==> src/rtl/accum_pkg.sv <==
// Shared types for the slice accumulator: opcodes, FSM states and the
// slice-counter width helper.
package accum_pkg;

  typedef enum logic [1:0] {
    OP_ADD   = 2'b00,
    OP_SUB   = 2'b01,
    OP_LOAD  = 2'b10,
    OP_CLEAR = 2'b11
  } op_e;

  typedef enum logic [1:0] {
    ST_IDLE,
    ST_CALC,
    ST_DONE
  } state_e;

  // Counter must hold 0..nslice-1; at least one bit even when nslice == 1.
  function automatic int unsigned cnt_width(input int unsigned nslice);
    return (nslice > 1) ? $clog2(nslice) : 1;
  endfunction

endpackage

==> src/rtl/slice_adder.sv <==
// Combinational WIDTH-bit adder with carry in; also reports the carry into
// the MSB so the caller can form signed overflow as c_msb ^ cout.
module slice_adder #(
  parameter int unsigned WIDTH = 4
) (
  input  logic [WIDTH-1:0] a,
  input  logic [WIDTH-1:0] b,
  input  logic             cin,
  output logic [WIDTH-1:0] sum,
  output logic             cout,
  output logic             c_msb
);

  logic [WIDTH:0] full;

  always_comb begin
    full  = {1'b0, a} + {1'b0, b} + (WIDTH+1)'(cin);
    sum   = full[WIDTH-1:0];
    cout  = full[WIDTH];
    c_msb = a[WIDTH-1] ^ b[WIDTH-1] ^ full[WIDTH-1];
  end

endmodule

==> src/rtl/slice_accumulator.sv <==
// Multi-cycle accumulator: ADD/SUB run through a bit-sliced adder one
// SLICE_WIDTH chunk per cycle; LOAD/CLEAR complete in a single cycle.
module slice_accumulator
  import accum_pkg::*;
#(
  parameter int unsigned DATA_WIDTH  = 16,
  parameter int unsigned SLICE_WIDTH = 4
) (
  input  logic                  clk,
  input  logic                  reset_n,
  input  logic                  start_i,
  input  logic [1:0]            op_i,
  input  logic [DATA_WIDTH-1:0] data_i,
  output logic [DATA_WIDTH-1:0] acc_o,
  output logic                  sign_o,
  output logic                  carry_o,
  output logic                  ovf_o,
  output logic                  busy_o,
  output logic                  done_o
);

  localparam int unsigned NSLICE = DATA_WIDTH / SLICE_WIDTH;
  localparam int unsigned CW     = cnt_width(NSLICE);
  localparam logic [CW-1:0] LAST = CW'(NSLICE - 1);

  if (DATA_WIDTH < 2 || SLICE_WIDTH == 0 || (DATA_WIDTH % SLICE_WIDTH) != 0) begin : g_param_check
    $error("slice_accumulator: DATA_WIDTH must be >= 2 and a multiple of SLICE_WIDTH");
  end

  state_e                state_q;
  logic [CW-1:0]         cnt_q;
  logic [DATA_WIDTH-1:0] work_q;
  logic [DATA_WIDTH-1:0] opnd_q;
  logic                  cy_q;
  logic [DATA_WIDTH-1:0] acc_q;
  logic                  carry_q;
  logic                  ovf_q;
  logic                  busy_q;
  logic                  done_q;

  logic [SLICE_WIDTH-1:0] s_sum;
  logic                   s_cout;
  logic                   s_cmsb;
  logic [DATA_WIDTH-1:0]  work_next;
  logic [DATA_WIDTH-1:0]  opnd_next;

  slice_adder #(
    .WIDTH (SLICE_WIDTH)
  ) u_adder (
    .a     (work_q[SLICE_WIDTH-1:0]),
    .b     (opnd_q[SLICE_WIDTH-1:0]),
    .cin   (cy_q),
    .sum   (s_sum),
    .cout  (s_cout),
    .c_msb (s_cmsb)
  );

  // Sums enter at the top of the work register, so after NSLICE shifts the
  // register holds the complete result in its natural bit order.
  if (NSLICE == 1) begin : g_single
    assign work_next = s_sum;
    assign opnd_next = '0;
  end else begin : g_multi
    assign work_next = {s_sum, work_q[DATA_WIDTH-1:SLICE_WIDTH]};
    assign opnd_next = {{SLICE_WIDTH{1'b0}}, opnd_q[DATA_WIDTH-1:SLICE_WIDTH]};
  end

  always_ff @(posedge clk or negedge reset_n) begin
    if (!reset_n) begin
      state_q <= ST_IDLE;
      cnt_q   <= '0;
      work_q  <= '0;
      opnd_q  <= '0;
      cy_q    <= 1'b0;
      acc_q   <= '0;
      carry_q <= 1'b0;
      ovf_q   <= 1'b0;
      busy_q  <= 1'b0;
      done_q  <= 1'b0;
    end else begin
      done_q <= 1'b0;
      case (state_q)
        ST_IDLE: begin
          if (start_i) begin
            case (op_e'(op_i))
              OP_ADD, OP_SUB: begin
                opnd_q  <= (op_e'(op_i) == OP_SUB) ? ~data_i : data_i;
                cy_q    <= (op_e'(op_i) == OP_SUB);
                work_q  <= acc_q;
                cnt_q   <= '0;
                busy_q  <= 1'b1;
                state_q <= ST_CALC;
              end
              OP_LOAD: begin
                acc_q   <= data_i;
                carry_q <= 1'b0;
                done_q  <= 1'b1;
                state_q <= ST_DONE;
              end
              OP_CLEAR: begin
                acc_q   <= '0;
                carry_q <= 1'b0;
                ovf_q   <= 1'b0;
                done_q  <= 1'b1;
                state_q <= ST_DONE;
              end
              default: state_q <= ST_IDLE;
            endcase
          end
        end
        ST_CALC: begin
          work_q <= work_next;
          opnd_q <= opnd_next;
          cy_q   <= s_cout;
          cnt_q  <= cnt_q + CW'(1);
          if (cnt_q == LAST) begin
            // Last slice carries the operand MSBs: carry-in vs carry-out of
            // the MSB gives the two's-complement overflow.
            acc_q   <= work_next;
            carry_q <= s_cout;
            ovf_q   <= ovf_q | (s_cmsb ^ s_cout);
            busy_q  <= 1'b0;
            done_q  <= 1'b1;
            state_q <= ST_DONE;
          end
        end
        ST_DONE: state_q <= ST_IDLE;
        default: state_q <= ST_IDLE;
      endcase
    end
  end

  assign acc_o   = acc_q;
  assign sign_o  = acc_q[DATA_WIDTH-1];
  assign carry_o = carry_q;
  assign ovf_o   = ovf_q;
  assign busy_o  = busy_q;
  assign done_o  = done_q;

endmodule

==> config.mk <==
export PLATFORM = sky130hd
export DESIGN_NAME = slice_accumulator
export DESIGN_NICKNAME = d
export VERILOG_FILES = /design/src/rtl/accum_pkg.sv /design/src/rtl/slice_adder.sv /design/src/rtl/slice_accumulator.sv
export SDC_FILE = /design/constraint.sdc
export NUM_CORES = 1
export LEC_CHECK = 0
export ABC_AREA = 1
export CAP_MARGIN = 20
export CORE_ASPECT_RATIO = 0.75
export CORE_UTILIZATION = 54
export DETAILED_ROUTE_END_ITERATION = 10
export PLACE_DENSITY = 0.89
export RECOVER_POWER = 25
export SETUP_SLACK_MARGIN = 0.05
export SLEW_MARGIN = 40
export SYNTH_ARGS = -nofsm -noshare
export SYNTH_HDL_FRONTEND = slang
export SYNTH_SLANG_ARGS = --single-unit
export TNS_END_PERCENT = 50
==> constraint.sdc <==
create_clock -name clk -period 2.1 [get_ports clk]
set_clock_uncertainty 0.15 [all_clocks]
set_input_delay 0.42 -clock clk [delete_from_list [all_inputs] [get_ports clk]]
set_output_delay 0.42 -clock clk [all_outputs]
set_load 0.02 [all_outputs]
# --- Yosys cells after proc, flatten, opt, wreduce, memory -nomap -nowiden ---
# Cells that the tools add are included.
op_classes:
  n_mux: 37
  bitwise: 5
  n_addsub: 3
  reduce_logical: 11
  eq_ne: 11
op_table:
  columns: ["op", "count"]
  rows:
  - ["$pmux W16 S2", 4]
  - ["$mux W16", 7]
  - ["$not A16 Y16", 1]
  - ["$reduce_and A4 Y1", 4]
  - ["$mux W1", 14]
  - ["$pmux W2 S2", 3]
  - ["$pmux W1 S2", 5]
  - ["$mux W2", 4]
  - ["$eq A2 B2 Y1 const B", 3]
  - ["$ne A2 B2 Y1 const B", 3]
  - ["$add A4 B4 Y5", 1]
  - ["$add A5 B1 Y5", 1]
  - ["$eq A2 B1 Y1 const B", 2]
  - ["$logic_not A2 Y1", 2]
  - ["$ne A2 B1 Y1 const B", 2]
  - ["$reduce_or A2 Y1", 2]
  - ["$ne A3 B1 Y1 const B", 1]
  - ["$reduce_and A3 Y1", 1]
  - ["$xor A1 B1 Y1", 3]
  - ["$add A2 B1 Y2 const B", 1]
  - ["$reduce_and A2 Y1", 1]
  - ["$reduce_bool A2 Y1", 1]
  - ["$or A1 B1 Y1", 1]
totals:
  ff_bits: 57
  in_bits: 21
  out_inout_bits: 21

# --- Logic depth before layout (Yosys ltp) ---
# Gate-level depths: netlist of the first run.
depth:
  word_depth: 7
  ltp_mapped: 8

# --- Hierarchy ---
# A second synthesis of the first run with hierarchy kept.
hier_totals:
  hier_cells: 440
  hier_area_um2: 3070.4
modules_own_cells:
  columns: ["module", "cells_each", "area_each_um2", "n_inst"]
  rows:
  - ["slice_accumulator", 414, 2901.5, 1]
  - ["slice_adder", 26, 168.9, 1]

# --- Worst setup path after synthesis of the first run ---
# OpenSTA, ideal clock, no wires.
synth_timing:
  path_kind: "reg2reg"
  from: "reg opnd_q[0]"
  to: "reg ovf_q (netlist: ovf_o)"
  path_buffers: 0
  arrival_ns: 1.610
  required_time_ns: 1.826
  stages_incl_launch_ff: 9
  synth_period_minus_slack_ns: 1.884
  path_slack_ns: 0.216
  path_cell_list: "dfrtp_1 fa_1 fa_1 inv_1 nor2_1 nor2_1 nand2_1 nand3_1 a21oi_1"
synth_via:
  elab_chain_len: 7
synth_rtl:
  columns: ["element", "line", "source"]
  rows:
  - ["start: declaration", "slice_accumulator.sv:33", "logic [DATA_WIDTH-1:0] opnd_q;"]
  - ["start signal: assignment", "slice_accumulator.sv:87", "opnd_q <= (op_e'(op_i) == OP_SUB) ? ~data_i : data_i;"]
  - ["start signal: assignment", "slice_accumulator.sv:113", "opnd_q <= opnd_next;"]
  - ["$add A4 B4 Y5 (*)", "slice_adder.sv:17", "full = {1'b0, a} + {1'b0, b} + (WIDTH+1)'(cin);"]
  - ["$add A5 B1 Y5 (*)", "slice_adder.sv:17", null]
  - ["$xor A1 B1 Y1", "slice_adder.sv:20", "c_msb = a[WIDTH-1] ^ b[WIDTH-1] ^ full[WIDTH-1];"]
  - ["$xor A1 B1 Y1 (*)", "slice_accumulator.sv:121", "ovf_q <= ovf_q | (s_cmsb ^ s_cout);"]
  - ["$or A1 B1 Y1 (*)", "slice_accumulator.sv:121", null]
  - ["$mux W1 (*)", "slice_accumulator.sv:116", "if (cnt_q == LAST) begin"]
  - ["$pmux W1 S2 (*)", "slice_accumulator.sv:82", "case (state_q)"]
  - ["end signal: assignment", "slice_accumulator.sv:121", null]
  - ["end: declaration", "slice_accumulator.sv:37", "logic ovf_q;"]
# Mark *: on every way between the ends. The rest lies on a longest branch, timed or not. The select of a mux whose other input is x is not followed.
# A chain may end at the register's enable or synchronous reset.

# --- Final worst setup path of the first run ---
layout_timing:
  from: "reg opnd_q[0]"
  to: "reg acc_q[13] (netlist: acc_o[13])"
layout_via:
  elab_chain_len: 4
layout_rtl:
  columns: ["element", "line", "source"]
  rows:
  - ["$add A4 B4 Y5", "slice_adder.sv:17", null]
  - ["$add A5 B1 Y5", "slice_adder.sv:17", null]
  - ["$mux W16", "slice_accumulator.sv:116", null]
  - ["$pmux W16 S2", "slice_accumulator.sv:82", null]
  - ["end signal: assignment", "slice_accumulator.sv:95", "acc_q <= data_i;"]
  - ["end signal: assignment", "slice_accumulator.sv:119", "acc_q <= work_next;"]
  - ["end: declaration", "slice_accumulator.sv:35", "logic [DATA_WIDTH-1:0] acc_q;"]
# Every way passes these cells. The select of a mux whose other input is x is not followed.

==> impl_metrics.json, run 1 <==
{
  "ys_ff_latch": 57,
  "grt_usage_pct": 29.8,
  "grt_start_max_net_pins": 58,
  "hold_class": "reg -> reg",
  "cap_violations": 0,
  "grt_pass1_wl_um": 12700,
  "grt_pass1_vias": 2655,
  "synthCells": 377,
  "postCtsSetupRepairBufs": 0,
  "mostFrequentLayoutCells": "90 x nand2_1, 57 x dfrtp_1, 45 x nor2_1",
  "wire_per_inst_um": 15.5,
  "clock_sinks": 57,
  "stdcell_count": 499,
  "io_pins": 42,
  "yosysSeqAreaShare_pct": 48.0,
  "p_leak_nw": 1.73,
  "hold_depth": 2,
  "fmax_ghz": 0.507,
  "worst_slew_pin_slew_ns": 0.774,
  "ys_top_cells_by_area": "dfrtp_1 48%, nand2_1 11%, nor2_1 5.7%",
  "ys_warn_count": 0,
  "hold_viol": 0,
  "crit_arrival_ns": 2.09,
  "path_class": "reg -> reg",
  "port_buffers": 41,
  "fp-row-count": 22,
  "dp_slack_ns": 0.0203,
  "area_growth_pct": 22.9,
  "startpoint_type": "flop",
  "drc_errors": 0,
  "antenna_found_initial": 0,
  "rsz0062_at_grt": "false",
  "drtAntennaViolNets": 0,
  "num_vias": 2770,
  "power_mw": 6.02,
  "required_ns": 2.21,
  "clockBufferDepth": 2,
  "layout.nets": 449,
  "drv_slew": 0,
  "avgViaCountPerCell": 5.55,
  "stdcell_area_um2": 3650,
  "setup_slack_ns": 0.129,
  "placedCellCount": 482,
  "critPathMaxFanout": 3,
  "ir_drop_mv": 0.743,
  "post-route-min-period_ns": 1.97,
  "routed_wl_um": 7710,
  "final_common_cell": "nand2_1",
  "dpl_cell_area_um2": 3470,
  "h-tree-depth": 3,
  "coreArea_um2": 5090,
  "hold_ws_ns": 0.343,
  "finalCritPeriodShare_pct": 93.9,
  "diodes": 0,
  "dp_hpwl_um": 5230,
  "status": "finished, final reports clean",
  "firstDrtPassIters": 5,
  "synth_top_area_cell": "dfrtp_1",
  "fill_cells": 398,
  "grt-ovfl-total": 0,
  "dr.first_iter.drc_count": 199,
  "dieArea_um2": 5810,
  "start_util_pct": 58.4,
  "relSlewSlack_pct": 48.4,
  "register_area_um2": 1430,
  "finish.utilization_pct": 71.7,
  "root_buffer": "clkbuf_8",
  "crit_path_end_kind": "flop",
  "rr_worst_depth": 6,
  "avgSynthCellArea_um2": 7.88,
  "cts_tree": "yes",
  "drive_gt1_share_pct": 9.60,
  "synth_top_area_share_pct": 48.0,
  "power_density_nw_per_um2": 1650,
  "cts.clk_slew.worst_paths_ns": 0.06,
  "setup_violations": 0,
  "die_w_um": 87.7,
  "synth_fp_nets": 404,
  "gp_congestion": 0.872,
  "netlist_area_um2": 2970,
  "reg2reg_slack_ns": 0.13,
  "numCtsBuffers": 9,
  "die_h_um": 66.2,
  "finalSetupTns_ns": 0,
  "synth_cell_types": 29,
  "multi_input_area_um2": 1260,
  "clk-insertion-delay-late_ns": 0.34
}
logic make-up (layout without fill, tap and decap cells):
family | Yosys count | count (layout) | synth area share [%]
simple gates | 160 | 160 | 21.9
compound gates | 86 | 86 | 16.0
buf+inv | 63 | 113 | 9.60
flops | 57 | 57 | 48.0
fa+ha+maj | 6 | 6 | 3.03
xor+xnor | 5 | 5 | 1.47
repair_timing:
action,4_1_cts,5_1_grt
endpoints found under the setup margin,1,5
gates resized for setup,1,1
hold buffers,1,0
hold endpoints to repair,57,0
worst paths after layout:
check / from / endpoint
setup / recovery: opnd_q[0] / acc_o[13]
hold / removal: opnd_q[13] / opnd_q[13]
setup reg to reg: opnd_q[0] / acc_o[13]
hold reg to reg: opnd_q[13] / opnd_q[13]
max in group asynchronous: reset_n / acc_o[0]
min in group asynchronous: reset_n / acc_o[8]
routing by layer:
metal  track usage [%]  up-vias  wire [um]  share of wire (%)
li1                  -     1308          -                  -
met1              37.5     1295       3190                 41
met2              48.3      145       3680                 48
met3              9.61       22        712                9.2
met4              10.9        0        131                1.7
met5                 0        -          0                  0
sequential cells by signal, indices dropped and copies added, names as in the netlist:
name	cells
done_o	1
work_q	16
acc_o	16
carry_o	1
busy_o	1
ovf_o	1
cnt_q	2
opnd_q	16
state_q	2
cy_q	1
worst max-delay path, cell delays in order, from the launching register on:
cell	delay, ns
dfrtp_1	0.41
fa_2	0.43
fa_2	0.57
nand2_1	0.09
o21ai_1	0.10
nand2_1	0.07
o21ai_1	0.07
report_power, final:
part,internal [mW],total [mW],switching (mW)
Combinational,1.23,3.05,1.82
Sequential,1.64,2.03,0.396
Clock,0.485,0.937,0.452
Total,3.35,6.02,2.67
area by class of cell:
| class | count | share of cell area, % |
|---|---|---|
| clock buffers | 11 | 4.14 |
| clock inverters | 5 | 0.822 |
| inverters | 44 | 4.59 |
| multi-input cells | 257 | 34.6 |
| flip-flops and latches | 57 | 39.0 |
| well taps | 72 | 2.47 |
| repair buffers | 53 | 14.3 |
synthesized netlist by cell type, drive strengths merged:
library cell and count:
nand3 16, a22o 1, nor2 46, buf 18, clkbuf 1, nand2 94
dfrtp 57, ha 4, nor3 2, nand3b 1, nand4 1, o31ai 4
inv 44, a21oi 18, a31oi 17, xor2 5, fa 2, o21ai 46
Note: power is estimated with default switching activity, not from simulation.
==> run 2, diff against run 1 <==
CAP_MARGIN = not set   (was 20)
==> results of run 2 <==
No change in the layout: final DEF, timing and power equal those of run 1.
==> run 3, diff against run 2 <==
CORE_UTILIZATION = 49   (was 54)
PLACE_DENSITY = 0.86   (was 0.89)
clock period = 1.6 ns   (was 2.1 ns; I/O delays follow)
==> impl_metrics.json, run 3 (same netlist as run 1, synthesis figures left out) <==
{
  "finalSetupTns_ns": -2.60,
  "crit-reg2reg-capture": "acc_o[14]",
  "avgViaCountPerCell": 5.78,
  "relSlewSlack_pct": 48.4,
  "layout.nets": 473,
  "clk-insertion-delay-late_ns": 0.34,
  "stdcell_count": 527,
  "die_h_um": 69.4,
  "wirelength_met1_um": 3800,
  "setup.worst_path.end": "acc_o[14]",
  "critPathMaxFanout": 3,
  "ir_drop_mv": 1.02,
  "path_depth": 8,
  "post-route-min-period_ns": 1.99,
  "drive_gt1_share_pct": 27.2,
  "status": "finished with violations",
  "required_ns": 1.68,
  "io_pins": 42,
  "crit_path_end_kind": "flop",
  "start_util_pct": 51.0,
  "placedCellCount": 500,
  "routed_wl_um": 9850,
  "rr_worst_depth": 8,
  "fp-row-count": 24,
  "reg2reg_slack_ns": -0.39,
  "drv_slew": 0,
  "h-tree-depth": 3,
  "power_density_nw_per_um2": 2230,
  "hold_class": "in -> reg",
  "grt-ovfl-total": 0,
  "dieArea_um2": 6380,
  "drtAntennaViolNets": 0,
  "area_growth_pct": 47.1,
  "p_leak_nw": 2.01,
  "coreArea_um2": 5830,
  "worst_slew_pin_slew_ns": 0.774,
  "clock_sinks": 57,
  "violations": "negative setup slack",
  "antenna_found_initial": 0,
  "grt_start_max_net_pins": 58,
  "grt_pass1_vias": 2710,
  "hold_viol": 0,
  "startpoint_type": "flop",
  "startpoint": "opnd_q[0]",
  "crit_arrival_ns": 2.07,
  "cap_violations": 0,
  "wl_met3_um": 968,
  "num_vias": 3045,
  "path_class": "reg -> reg",
  "final_common_cell": "nand2_1",
  "grt_usage_pct": 26.5,
  "cts_tree": "yes",
  "finalCritPeriodShare_pct": 125,
  "crit_path_max_incr_delay_ns": 0.43,
  "path_buf_inv": 1,
  "mostFrequentLayoutCells": "76 x nand2_1, 55 x dfrtp_1, 40 x inv_1",
  "drc_errors": 0,
  "grt_pass1_wl_um": 13000,
  "firstDrtPassIters": 5,
  "hold_ws_ns": 0.297,
  "dr.first_iter.drc_count": 339,
  "numCtsBuffers": 9,
  "crit_chain": "fa_2 -> fa_2 -> inv_1 -> nand2_1 -> nand3_2 -> o21ai_1 -> nand2_1 -> o21ai_1",
  "port_buffers": 41,
  "root_buffer": "clkbuf_8",
  "rsz0062_at_grt": "true",
  "wire_per_inst_um": 18.7,
  "clockBufferDepth": 2,
  "setup_violations": 10,
  "setup_slack_ns": -0.394,
  "die_w_um": 91.9,
  "cpMaxStageDelayCell": "fa_2",
  "top_layer_used": "met4",
  "fill_cells": 384,
  "cts.clk_slew.worst_paths_ns": 0.07,
  "path_delay_family": "adder cells",
  "r2r-start": "opnd_q[0]",
  "diodes": 0,
  "dp_hpwl_um": 5370,
  "wl_met2_um": 4710,
  "fmax_ghz": 0.502,
  "gp_congestion": 0.864
}
==> run 3: cell count changes in the layout (fill, tap and decap cells not counted), moves of 7 or more <==
cell / delta
clkdlybuf4s50_1: -22
nor2_1: -21
nor2_4: +17
nand2_1: -14
clkdlybuf4s15_1: +11
nand2_2: +10
a21oi_1: -7
==> run 3: timing repair <==
item | in CTS | in global routing
endpoints found under the setup margin | 44 | 58
buffers inserted | 1 | 5
endpoints found under the hold margin | 57 | 0
cloned | 0 | 7
pin swaps | 4 | 15
resized for setup | 36 | 116
hold buffers | 1 | 0
==> run 3: how the worst min path moves through the flow <==
stage | startpoint | end | depth (start not counted)
global placement | reset_n | busy_o | 2
detailed placement | reset_n | state_q[0] | 2
global route | op_i[1] | state_q[1] | 3
finish | op_i[1] | state_q[1] | 3
CTS | opnd_q[12] | opnd_q[12] | 2
floorplan | reset_n | acc_o[0] | 0
==> run 3: stage by stage <==
stage / util [%] / setup WS [ns] / total power, mW / area [um2]
2_1_floorplan: - / -0.169 / 5.22 / 2980
6_report: 75.0 / -0.394 / 9.75 / 4370
3_3_place_gp: 62.2 / -0.232 / 6.63 / 3620
5_1_grt: 75.0 / -0.435 / 10.3 / 4370
4_1_cts: 65.4 / -0.291 / 7.95 / 3810
3_5_place_dp: 62.2 / -0.286 / 6.80 / 3620
==> run 3: metal layers <==
| metal | vias to the layer above | GRT usage (%) |
|---|---|---|
| li1 | 1356 | - |
| met1 | 1435 | 35.3 |
| met2 | 209 | 41.6 |
| met3 | 45 | 8.44 |
| met4 | 0 | 7.64 |
| met5 | - | 0 |
==> run 3: power breakdown <==
group,internal [mW],leakage [nW],total [mW],switching (mW)
clock,0.631,0.0826,1.18,0.548
sequential,2.16,0.680,2.82,0.666
combinational,2.46,1.24,5.75,3.29
==> run 3: layout make-up <==
type	instances	area, um2	share of cell area, %
Timing Repair inverter	1	6.26	0.143
Tap cell	78	97.6	2.23
Sequential cell	57	1430	32.7
Inverter	44	185	4.24
Timing Repair Buffer	76	868	19.9
Clock buffer	14	163	3.72
Multi-Input combinational cell	257	1620	37.1
==> run 3: worst register-to-register path, cell delays in order, from the launching register on <==
cell and delay [ns]:
dfrtp_1 0.41, fa_2 0.43, fa_2 0.38, inv_1 0.11, nand2_1 0.11, nand3_2 0.11, o21ai_1 0.06, nand2_1 0.05
o21ai_1 0.06
